===== src/rtl/sync_fifo_stream_reader.sv =====
`timescale 1ns/1ps
// sync_fifo_stream_reader
//
// Consumer-side engine for a synchronous FIFO with a 1-cycle registered read
// port. Issues FIFO reads into a 3-entry skid buffer. That is enough to cover
// one word in flight plus the word being presented, so the block can stream at
// one word per cycle without making fifo_rq depend on m_ready. Output is a
// valid/ready stream with a last-beat marker every PKT_LEN words.
//
// Ports:
//   clk           rising-edge clock
//   rst           synchronous reset, active-high, dominates everything
//   fifo_rd_data  FIFO read data, valid the cycle after an accepted read
//   fifo_empty    FIFO empty flag
//   fifo_rq       FIFO read request (combinational)
//   flush         synchronous clear of buffered data, in-flight read, framing
//   m_data        stream data (zero while m_valid is low)
//   m_valid       stream valid
//   m_ready       stream ready
//   m_last        last beat of packet, qualified by m_valid
//   pkt_done      1-cycle pulse after a last-beat handshake
//   word_cnt      words handshaked since reset/flush, wraps
module sync_fifo_stream_reader #(
  parameter int DATA_WIDTH = 8,
  parameter int PKT_LEN    = 16,
  parameter int CNT_WIDTH  = 4,
  parameter int WC_WIDTH   = 16
) (
  input  logic                  clk,
  input  logic                  rst,
  input  logic [DATA_WIDTH-1:0] fifo_rd_data,
  input  logic                  fifo_empty,
  output logic                  fifo_rq,
  input  logic                  flush,
  output logic [DATA_WIDTH-1:0] m_data,
  output logic                  m_valid,
  input  logic                  m_ready,
  output logic                  m_last,
  output logic                  pkt_done,
  output logic [WC_WIDTH-1:0]   word_cnt
);

  localparam logic [CNT_WIDTH-1:0] LAST_BEAT = CNT_WIDTH'(PKT_LEN - 1);

  logic [DATA_WIDTH-1:0] skid_mem [0:2];
  logic [1:0]            head_ptr;
  logic [1:0]            tail_ptr;
  logic [1:0]            occ;
  logic                  inflight;
  logic [CNT_WIDTH-1:0]  beat_cnt;
  logic [2:0]            fill;
  logic                  push;
  logic                  pop;

  function automatic logic [1:0] ptr_inc(input logic [1:0] p);
    return (p == 2'd2) ? 2'd0 : p + 2'd1;
  endfunction

  // Buffered words plus the one on its way from the FIFO; never request
  // more than the buffer can absorb even if the sink stalls indefinitely.
  assign fill    = {1'b0, occ} + {2'b00, inflight};
  assign fifo_rq = !rst && !flush && !fifo_empty && (fill < 3'd3);

  assign m_valid = (occ != 2'd0);
  assign m_data  = m_valid ? skid_mem[head_ptr] : '0;
  assign m_last  = m_valid && (beat_cnt == LAST_BEAT);

  assign pop  = m_valid && m_ready;
  // A read landing on a flush or reset edge is discarded.
  assign push = inflight && !flush && !rst;

  always_ff @(posedge clk) begin
    if (push) begin
      skid_mem[tail_ptr] <= fifo_rd_data;
    end
  end

  always_ff @(posedge clk) begin
    if (rst || flush) begin
      occ      <= 2'd0;
      inflight <= 1'b0;
      head_ptr <= 2'd0;
      tail_ptr <= 2'd0;
      beat_cnt <= '0;
      word_cnt <= '0;
      pkt_done <= 1'b0;
    end else begin
      inflight <= fifo_rq && !fifo_empty;
      pkt_done <= pop && m_last;

      if (push) begin
        tail_ptr <= ptr_inc(tail_ptr);
      end

      if (pop) begin
        head_ptr <= ptr_inc(head_ptr);
        word_cnt <= word_cnt + WC_WIDTH'(1);
        if (beat_cnt == LAST_BEAT) begin
          beat_cnt <= '0;
        end else begin
          beat_cnt <= beat_cnt + CNT_WIDTH'(1);
        end
      end

      // Simultaneous push and pop keeps occupancy; with occ=1 the new word
      // simply becomes the head on the next cycle, so there is no bubble.
      case ({push, pop})
        2'b10:   occ <= occ + 2'd1;
        2'b01:   occ <= occ - 2'd1;
        default: occ <= occ;
      endcase
    end
  end

endmodule


===== config.mk =====
export PLATFORM = sky130hd
export DESIGN_NAME = sync_fifo_stream_reader
export DESIGN_NICKNAME = d
export VERILOG_FILES = /design/src/rtl/sync_fifo_stream_reader.sv
export SDC_FILE = /design/constraint.sdc
export NUM_CORES = 1
export LEC_CHECK = 0
export ABC_AREA = 1
export BUFFER_PORTS_ARGS = -buffer_cell sky130_fd_sc_hd__buf_2
export CORE_ASPECT_RATIO = 0.6
export CORE_MARGIN = 5
export CORE_UTILIZATION = 55
export DETAILED_ROUTE_END_ITERATION = 8
export PLACE_DENSITY = 0.86
export SYNTH_ARGS = -nofsm -noshare
export SYNTH_HDL_FRONTEND = slang
export SYNTH_SLANG_ARGS = --single-unit

===== constraint.sdc =====
create_clock -name clk -period 3.6 [get_ports clk]
set_clock_uncertainty 0.05 [all_clocks]
set_input_delay 0.18 -clock clk [delete_from_list [all_inputs] [get_ports clk]]
set_output_delay 0.18 -clock clk [all_outputs]
set_load 0.005 [all_outputs]

==> flow_metrics.py <==
metrics = {
    "cts": {
        "insertion_delay_ps": 300,
        "cts_root_buffer": "clkbuf_8",
        "cts_inserted_buffers": 5,
        "htreeDepth": 2,
        "cts_tree": "built",
        "cts_resized": 0,
        "clock-sinks": 54,
        "clock_path_buffers": 2,
        "path_clk_slew_ps": 90,
    },
    "place": {
        "port_buffers": 40,
        "place_ws_ps": 1530,
        "dp_hpwl_mm": 3.61,
        "place_congestion": 0.860,
    },
    "timing": {
        "hold_viol": 0,
        "fmax_ghz": 0.496,
        "tightestPinTransition_ps": 499,
        "fin_tns_setup_ps": 0,
        "slew-limit-headroom_pct": 66.7,
        "finalSetupViolations": 0,
        "rsz0062_at_grt": "false",
        "fin_crit_ps": 2020,
        "slew_viol_final": 0,
        "timing.final.crit_share_pct": 56.0,
        "final.setup.worst_slack_ps": 1580,
        "whs_ps": 5.29,
    },
    "layout": {
        "drive_gt1_share_pct": 23.9,
        "n_fill_cell": 354,
        "area_delta_synth_final_pct": 15.6,
        "mostFrequentLayoutCell": "inv_1",
        "final_nets": 318,
        "ff_latch_area_sq_um": 1320,
        "layout_common_cells": "inv_1, buf_2, dfxtp_1",
        "multi_input_area_sq_um": 868,
        "antenna_cells": 0,
    },
    "critical_path": {
        "critPathArrivalTime_ps": 1790,
        "endpoint_kind": "output port",
        "crit_top_cell": "ha_1",
        "r2r_slack_ps": 1850,
        "crit_path_max_incr_delay_ps": 480,
        "worstSetupPathType": "register to output port",
        "crit_start": "occ[0]",
        "endpoint": "fifo_rq",
        "crit_path_cell_trace": "ha_1, ha_1, a2111oi_0, buf_2",
        "cp_max_fo": 5,
        "r2r-end": "occ[1]",
        "cp_data_required_time_ps": 3370,
        "r2r_cells": 7,
        "slowest_stage": "dfxtp_1",
        "r2r-start": "occ[0]",
        "start_kind": "register",
    },
    "die": {
        "coreArea_sq_um": 4140,
        "ios": 41,
        "die_h_um": 60.9,
        "die_area_sq_um": 5770,
        "rows": 18,
        "initial_utilization_pct": 57.2,
        "fp.dieW_um": 94.8,
    },
    "grt": {
        "grt_max_degree": 20,
        "grt_pass1_wl_mm": 8.11,
        "antenna_found_initial": 0,
        "grt_pass1_vias": 1705,
        "overflow": 0,
        "grt.total_usage_pct": 18.6,
    },
    "synth": {
        "syn_nets": 272,
        "yosysTopAreaCell": "edfxtp_1",
        "yosysUniqueCellTypes": 28,
        "synth_top_area_share_pct": 30.4,
        "async_flop_share_pct": 0,
        "synth_edf_count": 24,
        "synth_area_sq_um": 2370,
        "synth_area_leaders": "edfxtp_1, dfxtp_1, inv_1, a21oi_1, nand2_1",
        "synth-seq-cells": 54,
        "avgSynthCellArea_sq_um": 9.33,
        "yosysWarnings": 0,
        "synth_seq_area_share_pct": 55.7,
        "synthCells": 254,
        "synth_flop_cell": "dfxtp_1",
    },
    "detailed_routing": {
        "drtIter0Drc": 209,
        "dr.pass1.iters": 4,
        "wire_per_inst_um": 13.6,
        "drcViolationCount": 0,
        "vias": 1861,
        "wl_mm": 4.93,
        "ant_nets": 0,
        "drt-vias-per-instance": 5.16,
    },
    "worst_hold_path": {
        "hold_class": "input pin to register",
    },
    "flow_run": {
        "cap_violations": 0,
    },
    "pwr": {
        "power_leakage_uw": 0.00117,
        "vdd_ir_drop_max_v": 0.000333,
        "power_density_nw_per_um2": 367,
    },
    "run_status": {
        "outcome": "finished, final reports clean",
    },
}
## repair_timing
item,4_1_cts,5_1_grt
buffers inserted,0,0
setup endpoints to repair,0,0
hold buffers,0,1
hold endpoints to repair,0,3
## how the worst min path moves through the flow
| stage | from | to | slack, ps | cells after the start |
|---|---|---|---|---|
| final | fifo_empty | inflight | 5 | 2 |
| after global routing | fifo_empty | inflight | 9 | 2 |
| after CTS | fifo_empty | inflight | 3 | 2 |
| after detailed placement | fifo_empty | inflight | 330 | 2 |
| after global placement | fifo_empty | inflight | 330 | 2 |
| after floorplan | fifo_empty | inflight | 220 | 1 |
## where the power goes
part / switching (uW) / internal [uW]
clock network: 196 / 138
logic: 19.0 / 12.0
registers: 1.23 / 641
total: 216 / 791
## sequential cells by signal, summed over array words and instances, names as in the netlist, named ones only
signal	count
occ	2
pkt_done	1
beat_cnt	4
inflight	1
tail_ptr	2
skid_mem	24
word_cnt	16
head_ptr	2
## cell families (layout without fill, tap and decap cells)
group	Yosys count	after routing	synth area share [%]
simple gates	90	90	18.8
flops	54	54	55.7
buf+inv	48	95	7.65
compound gates	47	47	10.7
mux	8	8	3.80
fa+ha+maj	5	5	2.64
xor+xnor	2	2	0.739
## per-layer routing
| layer | up-vias | wire (um) | part of all wire, % | track usage [%] |
|---|---|---|---|---|
| met5 | - | 0 | 0 | 0 |
| met4 | 0 | 21 | 0.43 | 3.90 |
| met3 | 4 | 341 | 6.9 | 4.58 |
| met2 | 63 | 2320 | 47 | 29.5 |
| met1 | 860 | 2250 | 46 | 26.3 |
| li1 | 934 | - | - | - |
## layout make-up
cell class,instances,share of cell area [%]
flip-flops and latches,54,48.2
multi-input cells,152,31.7
repair buffers,43,8.22
inverters,44,6.02
well taps,60,2.74
clock buffers,6,2.65
clock inverters,2,0.502
## worst max-delay path: cells and delay by family (launching register included)
family | cells | cell delay (ps)
buffers and inverters | 1 | 180
adder cells (fa/ha/maj) | 2 | 430
flip-flops | 1 | 480
AO/OA/AOI/OAI | 1 | 390
## synthesized netlist by cell type, types with 2 or more instances
library cell,n
inv_1,42
o21ai_0,19
nand2_1,29
nor2_1,27
nand4_1,4
a2111oi_0,2
clkbuf_1,3
nor2_2,5
dfxtp_1,30
ha_1,5
a21oi_1,23
xor2_1,2
mux2_2,8
nand3_1,13
nor2_4,2
edfxtp_1,24
nor3_1,4
inv_2,2
## metrics by stage
stage	utilization, %	cell area, sq um	power, uW	std cells
2_1_floorplan	-	2370	671	254
3_3_place_gp	63.8	2650	685	352
3_5_place_dp	63.8	2650	686	352
4_1_cts	65.9	2730	1010	360
5_1_grt	66.2	2740	1050	361
6_report	66.2	2740	1010	361
(Power assumes the default switching activity.)
